===== src/rtl/tmr_err_monitor.sv =====
// ---------------------------------------------------------------------------
// tmr_err_monitor
//
// Purpose:
//   Watches the mismatch flags of the majority voters and turns them into
//   sticky per-voter status, a saturating event counter, and a threshold
//   alarm with a one-cycle interrupt pulse. Firmware clears the status with
//   a four-phase req/ack handshake. There is one instance of this block. It
//   sits outside the triplicated logic because it observes that logic.
//
// Ports:
//   clk        in   system clock, rising edge
//   rstn       in   asynchronous active-low reset
//   err_i      in   [N_ERR]  voter mismatch flags (level, synchronous to clk)
//   clr_req    in   clear request (four-phase level)
//   clr_ack    out  clear acknowledge
//   err_sticky out  [N_ERR]  per-voter sticky error bits
//   err_cnt    out  [CNT_W]  saturating count of error events
//   any_err    out  registered OR of err_i
//   alarm      out  level, count has reached THRESH (THRESH=0 disables)
//   irq        out  one-cycle pulse, one cycle after alarm rises
// ---------------------------------------------------------------------------
module tmr_err_monitor #(
    parameter int          N_ERR  = 4,
    parameter int          CNT_W  = 16,
    parameter int unsigned THRESH = 8
) (
    input  logic             clk,
    input  logic             rstn,
    input  logic [N_ERR-1:0] err_i,
    input  logic             clr_req,
    output logic             clr_ack,
    output logic [N_ERR-1:0] err_sticky,
    output logic [CNT_W-1:0] err_cnt,
    output logic             any_err,
    output logic             alarm,
    output logic             irq
);

    // The sum is 6 bits wider than the counter, so up to 32 simultaneous
    // events can be added before the clamp without wrapping.
    localparam int                SUM_W    = CNT_W + 6;
    // The threshold compare is done 32 bits wider than the counter. A
    // THRESH above the counter range then never alarms instead of aliasing.
    localparam int                CMP_W    = CNT_W + 32;
    localparam logic [CNT_W-1:0]  CNT_MAX  = {CNT_W{1'b1}};
    localparam logic [CMP_W-1:0]  THRESH_C = CMP_W'(THRESH);
    localparam bit                ALARM_EN = (THRESH != 0);

    typedef enum logic [1:0] {
        IDLE  = 2'd0,
        ERR   = 2'd1,
        ALARM = 2'd2
    } state_t;

    typedef enum logic [1:0] {
        H_IDLE = 2'd0,
        H_CLR  = 2'd1,
        H_ACK  = 2'd2
    } hs_t;

    state_t             state_reg, state_next;
    hs_t                hs_reg, hs_next;

    logic [N_ERR-1:0]   err_prev_reg;
    logic [N_ERR-1:0]   err_sticky_reg, err_sticky_next;
    logic [CNT_W-1:0]   err_cnt_reg, err_cnt_next;
    logic               any_err_reg;
    logic               alarm_reg;
    logic               alarm_d_reg;
    logic               irq_reg;
    logic               clr_ack_reg;

    logic [N_ERR-1:0]   ev;
    logic [5:0]         ev_pop;
    logic [SUM_W-1:0]   cnt_sum;
    logic [CNT_W-1:0]   cnt_sat;

    // A line creates an event only on its rising edge. A line held high is
    // one event, and it must drop for a cycle before it can fire again.
    for (genvar gi = 0; gi < N_ERR; gi++) begin : g_edge
        assign ev[gi] = err_i[gi] & ~err_prev_reg[gi];
    end

    always_comb begin
        ev_pop = '0;
        for (int i = 0; i < N_ERR; i++) begin
            ev_pop = ev_pop + 6'(ev[i]);
        end
    end

    always_comb begin
        cnt_sum = SUM_W'(err_cnt_reg) + SUM_W'(ev_pop);
        cnt_sat = (cnt_sum > SUM_W'(CNT_MAX)) ? CNT_MAX : cnt_sum[CNT_W-1:0];
    end

    // Clear handshake
    always_comb begin
        hs_next = hs_reg;
        case (hs_reg)
            H_IDLE:  if (clr_req)  hs_next = H_CLR;
            H_CLR:                 hs_next = H_ACK;
            H_ACK:   if (!clr_req) hs_next = H_IDLE;
            default:               hs_next = H_IDLE;
        endcase
    end

    // Status update and FSM. The FSM state comes from the count being
    // registered this cycle, so a burst can go from IDLE to ALARM in one step.
    always_comb begin
        err_sticky_next = err_sticky_reg;
        err_cnt_next    = err_cnt_reg;
        state_next      = state_reg;

        if (hs_reg == H_CLR) begin
            // Events seen in the clear cycle are dropped on purpose.
            err_sticky_next = '0;
            err_cnt_next    = '0;
            state_next      = IDLE;
        end else begin
            err_sticky_next = err_sticky_reg | ev;
            err_cnt_next    = cnt_sat;

            // The count never decreases outside a clear, so ALARM is
            // held explicitly. Only the clear branch above leaves it.
            if (state_reg == ALARM) begin
                state_next = ALARM;
            end else if (err_cnt_next == '0) begin
                state_next = IDLE;
            end else if (ALARM_EN && (CMP_W'(err_cnt_next) >= THRESH_C)) begin
                state_next = ALARM;
            end else begin
                state_next = ERR;
            end
        end
    end

    always_ff @(posedge clk or negedge rstn) begin
        if (!rstn) begin
            state_reg      <= IDLE;
            hs_reg         <= H_IDLE;
            err_prev_reg   <= '0;
            err_sticky_reg <= '0;
            err_cnt_reg    <= '0;
            any_err_reg    <= 1'b0;
            alarm_reg      <= 1'b0;
            alarm_d_reg    <= 1'b0;
            irq_reg        <= 1'b0;
            clr_ack_reg    <= 1'b0;
        end else begin
            state_reg      <= state_next;
            hs_reg         <= hs_next;
            // Keeps tracking through a clear. A line held high across the
            // clear therefore does not look like a new rising edge afterwards.
            err_prev_reg   <= err_i;
            err_sticky_reg <= err_sticky_next;
            err_cnt_reg    <= err_cnt_next;
            any_err_reg    <= |err_i;
            alarm_reg      <= (state_next == ALARM);
            alarm_d_reg    <= alarm_reg;
            // Rising edge of alarm, one cycle late.
            irq_reg        <= alarm_reg & ~alarm_d_reg;
            clr_ack_reg    <= (hs_next == H_ACK);
        end
    end

    assign clr_ack    = clr_ack_reg;
    assign err_sticky = err_sticky_reg;
    assign err_cnt    = err_cnt_reg;
    assign any_err    = any_err_reg;
    assign alarm      = alarm_reg;
    assign irq        = irq_reg;

endmodule


===== config.mk =====
export PLATFORM = sky130hd
export DESIGN_NAME = tmr_err_monitor
export DESIGN_NICKNAME = d
export VERILOG_FILES = /design/src/rtl/tmr_err_monitor.sv
export SDC_FILE = /design/constraint.sdc
export NUM_CORES = 1
export LEC_CHECK = 0
export ABC_CLOCK_PERIOD_IN_PS = 4400
export CAP_MARGIN = 10
export CORE_MARGIN = 2
export CORE_UTILIZATION = 25
export CTS_BUF_LIST = sky130_fd_sc_hd__clkbuf_4
export DETAILED_ROUTE_END_ITERATION = 8
export PLACE_DENSITY = 0.43
export SLEW_MARGIN = 20
export SYNTH_ARGS = -nofsm -noshare
export SYNTH_HDL_FRONTEND = slang
export SYNTH_SLANG_ARGS = --single-unit

===== constraint.sdc =====
create_clock -name clk -period 4.4 [get_ports clk]
set_input_delay 0.88 -clock clk [delete_from_list [all_inputs] [get_ports clk]]
set_output_delay 0.88 -clock clk [all_outputs]
set_load 0.01 [all_outputs]

==> results.toml, run 1 <==
[run_status]
status = "complete, no violations"

[worst_setup_path]
regToRegSetupSlack_ps = 1070
r2r_end = "state_reg[1]$_DFF_PN0_"
worstPathArrival_ps = 4140
worstReg2RegStart = "err_prev_reg[0]$_DFF_PN0_"
rr_worst_depth = 10
path_max_fanout = 6
critPathKind = "in2reg"
critical_path_required_ps = 4630
critPathCaptureType = "register"
cp-start-kind = "input port"

[drt]
wl_per_cell_um = 14.6
drcViolationCount = 0
via_per_inst = 4.84
first_pass_iters = 4
dr.first_iter.drc_count = 72
num_vias = 1278
finalWirelength_um = 3860
ant_nets = 0

[clocking]
cts_resized = 0
worstSkewPairLatency_ps = 340
postCtsSetupBuffers = 0
clock-sinks = 33
cts-hold-fix-buffers = 0
numCtsBuffers = 5
clk_path_buf_depth = 2
h-tree-depth = 2
cts_tree = "yes"
clk_pin_slew_worst_paths_ps = 110
cts_root_buffer = "clkbuf_4"

[grt]
use_met2_pct = 17.8
grt_first_pass_wirelength_um = 6670
met3_usage_pct = 3.18
grt_pass1_vias = 1303
grt_max_degree = 34
antenna_found_initial = 0
grt_use_met1_pct = 15.5
grtUsageTotal_pct = 11.7
grt_overflow = 0
grt_busiest_layer = "met2"

[sta]
setup-violations-final = 0
fin_crit_sh_pct = 88.9
finalClockSkew_ps = 10.0
relSlewSlack_pct = 38.5
final.setup.tns_ps = 0
drv_slew = 0
hold_viol = 0
hold-worst-slack_ps = 400
max_freq_mhz = 256
min_period_ps = 3910
tightest_slew_ps = 918
rsz0062_at_grt = "no"

[layout]
antennaDiodeCount = 0
largest_reg_flops = 16
area_growth_pct = 27.2
drive_gt1_share_pct = 13.4
fin_cells = 264
design_area_um2 = 2120
fill_cells = 681
finalNetCount = 197

[floorplanning]
start_util_pct = 26.1
io_pins = 31
rows = 29
die_h_um = 85.7
die-area_um2 = 7340
fp.coreArea_um2 = 6390
die_x_um = 85.7

[synth]
synth_common_cells = "33 x dfrtp_1, 16 x a21oi_1, 11 x nand2_1, 10 x inv_1, 8 x nor2_1"
ys_seq_elements = 33
synth_top_cell_by_area = "dfrtp_1"
async_reset_ff_share_pct = 100
ys_types = 48
synthTopCellsByArea = "dfrtp_1 50%, a21oi_1 4.8%, fa_1 3.6%"
synth_area_per_cell_um2 = 11.0
synth-edff-count = 0
ys_warn_count = 0
yosysSeqAreaShare_pct = 49.5
synth_most_common_cell = "dfrtp_1"
synth_top_cell_area_share_pct = 49.5
syn_area_um2 = 1670
synth_ff_type = "dfrtp_1"
syn-instance-count = 151
synth_fp_nets = 162

[placement]
io_buffers = 30
gp_routability_congestion = 0.875
hpwlAfterDp_um = 2830
placed_area_um2 = 2070
place_inst = 256

[pwr]
finalPower_w = 0.000985
power.density_nw_per_um2 = 465
peakVddDrop_uv = 174
leakage_nw = 0.885

[worst_hold_path]
hp-start = "alarm_d_reg$_DFF_PN0_"
min_to = "irq$_DFF_PN0_"
min_path_cells = 1
min_path_type = "reg2reg"

[run]
cap_viol_max_count = 0
## power by group
| part | internal [W] | leakage (nW) | switching [W] |
|---|---|---|---|
| clock | 0.0000605 | 0.0326 | 0.000111 |
| sequential | 0.000378 | 0.421 | 0.0000530 |
| combinational | 0.000198 | 0.431 | 0.000185 |
| total | 0.000636 | 0.885 | 0.000349 |
## stage by stage
| stage | utilization (%) | setup slack (ps) |
|---|---|---|
| floorplan | - | 891 |
| detailed placement | 32.3 | 145 |
| global placement | 32.3 | 227 |
| finish | 33.2 | 489 |
| CTS | 33.2 | 525 |
| global route | 33.2 | 269 |
## cell type report
class,count,area [µm²],share of cell area (%)
clock inverter,3,17.5,0.826
inverter,10,37.5,1.77
tap,77,96.3,4.54
timing repair buffer,33,323,15.2
sequential,33,826,38.9
multi-input combinational,103,783,36.9
clock buffer,5,37.5,1.77
## cells in the final DEF (no fill, tap or decap), types with 2 or more instances in the layout
cell,count
dfrtp_1,33
nor2_1,8
nor2b_1,3
and3_1,2
o31a_1,2
nor4_1,2
clkdlybuf4s50_1,30
nand2b_1,6
nor3_1,3
clkbuf_4,5
xor2_1,3
nand2_1,11
o21bai_1,2
nand4_1,2
nor4b_1,2
o21ai_0,3
fa_1,3
buf_4,3
a31oi_1,2
inv_1,10
nand3_1,2
a21oi_1,16
nor3b_1,2
xnor2_1,4
## cell families after synthesis
kind of cell	synth area share, %
mux	0.600
flops	49.5
simple gates	20.3
compound gates	17.9
buf+inv	3.68
fa+ha+maj	4.35
xor+xnor	3.68
## how the worst max path moves through the flow
stage	end	slack [ps]	startpoint
2_1_floorplan	alarm$_DFF_PN0_	890	err_i[0]
3_3_place_gp	alarm$_DFF_PN0_	230	err_i[0]
3_5_place_dp	alarm$_DFF_PN0_	140	err_i[0]
4_1_cts	state_reg[1]$_DFF_PN0_	530	err_i[0]
5_1_grt	alarm$_DFF_PN0_	270	err_i[0]
6_report	state_reg[1]$_DFF_PN0_	490	err_i[0]
## critical path, cell delays in order
cell and delay [ps]:
clkdlybuf4s50_1 490, nand2b_1 100, fa_1 490, fa_1 470, inv_1 80, fa_1 210
nand3_1 210, nor4_1 400, xnor2_1 190, o311ai_0 260, o31a_1 360
## routing by layer
layer	share of wire (%)	routed length, µm	vias to the layer above
li1	-	-	612
met3	3.3	128	7
met5	0	0	-
met1	48	1840	635
met2	47	1820	24
met4	2.0	78	0
Power figures use the tool's default switching activity.
==> inputs of run 2 (changes only) <==
CTS_CLUSTER_SIZE = 10   (was unset)
==> results of run 2 <==
Same layout as run 1: the final DEF is identical, and so are final timing and power.
==> inputs of run 3 (changes only) <==
CORE_MARGIN = 8   (was 2)
==> results.toml, run 3 (same netlist as run 1, synthesis figures left out) <==
[sta]
max_freq_mhz = 257
final.setup.tns_ps = 0
min_period_ps = 3890
hold_viol = 0
setup-violations-final = 0
finalClockSkew_ps = 11.8
tightest_slew_ps = 674
setup_ws_ps = 508
drv_slew = 0
hold-worst-slack_ps = 403
relSlewSlack_pct = 54.5
fin_crit_sh_pct = 88.5
rsz0062_at_grt = "no"

[worst_setup_path]
worstPathArrival_ps = 4130
path_max_fanout = 6
critical_path_required_ps = 4640
cp-start-kind = "input port"
critPathCaptureType = "register"
critPathKind = "in2reg"

[pwr]
p_int_w = 0.000697
netSwitchingPower_w = 0.000358
power.density_nw_per_um2 = 491
power.share.clock_pct = 21.5
switching_share_pct = 33.9
peakVddDrop_uv = 201
leakage_nw = 0.896
p_comb_share_pct = 37.3
pwr-share-seq_pct = 41.2

[layout]
antennaDiodeCount = 0
design_area_um2 = 2150
finalNetCount = 198
area_growth_pct = 28.9
drive_gt1_share_pct = 13.3
final_cell_mix = "33 x dfrtp_1, 30 x clkdlybuf4s50_1, 16 x a21oi_1, 11 x nand2_1, 10 x inv_1"
fin_cells = 265
largest_reg_flops = 16
fill_cells = 654
layout_commonest_cell = "dfrtp_1"

[drt]
num_vias = 1274
via_per_inst = 4.81
first_pass_iters = 4
finalWirelength_um = 4120
wl_per_cell_um = 15.6
dr.first_iter.drc_count = 49
drcViolationCount = 0
ant_nets = 0

[clocking]
numCtsBuffers = 5
worstSkewPairLatency_ps = 340
cts_root_buffer = "clkbuf_4"
postCtsSetupBuffers = 0
cts_tree = "yes"
clock-sinks = 33
clk_pin_slew_worst_paths_ps = 110
h-tree-depth = 2
cts_resized = 0
cts-hold-fix-buffers = 0
clk_path_buf_depth = 2

[floorplanning]
die_x_um = 97.7
fp.coreArea_um2 = 6390
start_util_pct = 26.1
io_pins = 31
rows = 29
die-area_um2 = 9540
die_h_um = 97.7

[grt]
antenna_found_initial = 0
grtUsageTotal_pct = 9.22
grt_overflow = 0
grt_pass1_vias = 1363
grt_max_degree = 34
grt_first_pass_wirelength_um = 7230

[placement]
gp_routability_congestion = 0.894
io_buffers = 30
hpwlAfterDp_um = 3080
dp_slack_ps = 111
place_inst = 257
placed_area_um2 = 2070

[worst_hold_path]
min_path_type = "reg2reg"

[run]
cap_viol_max_count = 0

[run_status]
status = "complete, no violations"
==> run 3: worst max-delay path: stages <==
cell,delay (ps)
clkdlybuf4s50_1,490
nand2b_1,100
fa_1,490
fa_1,480
inv_1,90
fa_1,220
nand3_1,200
nor4_1,370
xnor2_1,180
o311ai_0,260
o31a_1,360
==> run 3: power groups by stage <==
stage / Clock, W / Combinational (W) / Sequential [W]
detailed placement: 0 / 0.000399 / 0.000443
global placement: 0 / 0.000394 / 0.000438
floorplan: 0 / 0.000212 / 0.000449
CTS: 0.000236 / 0.000401 / 0.000436
global route: 0.000249 / 0.000438 / 0.000448
finish: 0.000227 / 0.000394 / 0.000434
==> run 3: layout make-up <==
type                            instances  area, µm²  share of cell area [%]
Clock buffer                            5       37.5                    1.75
Clock inverter                          3       41.3                    1.92
Inverter                               10       37.5                    1.75
Multi-Input combinational cell        103        781                    36.3
Sequential cell                        33        826                    38.4
Tap cell                               77       96.3                    4.48
Timing Repair Buffer                   34        330                    15.4
==> run 3: final timing paths <==
kind,start,cells past startpoint,slack [ps],endpoint
max,err_i[0],11,510,alarm$_DFF_PN0_
min,alarm_d_reg$_DFF_PN0_,1,400,irq$_DFF_PN0_
max reg2reg,err_prev_reg[0]$_DFF_PN0_,10,1090,alarm$_DFF_PN0_
min reg2reg,alarm_d_reg$_DFF_PN0_,1,400,irq$_DFF_PN0_
max in group asynchronous,rstn,2,3160,err_cnt[6]$_DFF_PN0_
min in group asynchronous,rstn,2,920,hs_reg[1]$_DFF_PN0_
==> run 3: per-layer routing <==
layer	GRT usage, %	up-vias	share of wire (%)
li1	-	613	-
met1	11.2	623	43
met4	4.20	0	2.3
met3	2.70	8	4.7
met2	14.6	30	50
met5	0	-	0
==> run 3: metrics by stage <==
stage / total power, W / util, %
2_1_floorplan: 0.000662 / -
3_3_place_gp: 0.000832 / 32.4
3_5_place_dp: 0.000842 / 32.4
4_1_cts: 0.00107 / 33.7
5_1_grt: 0.00114 / 33.7
6_report: 0.00105 / 33.7
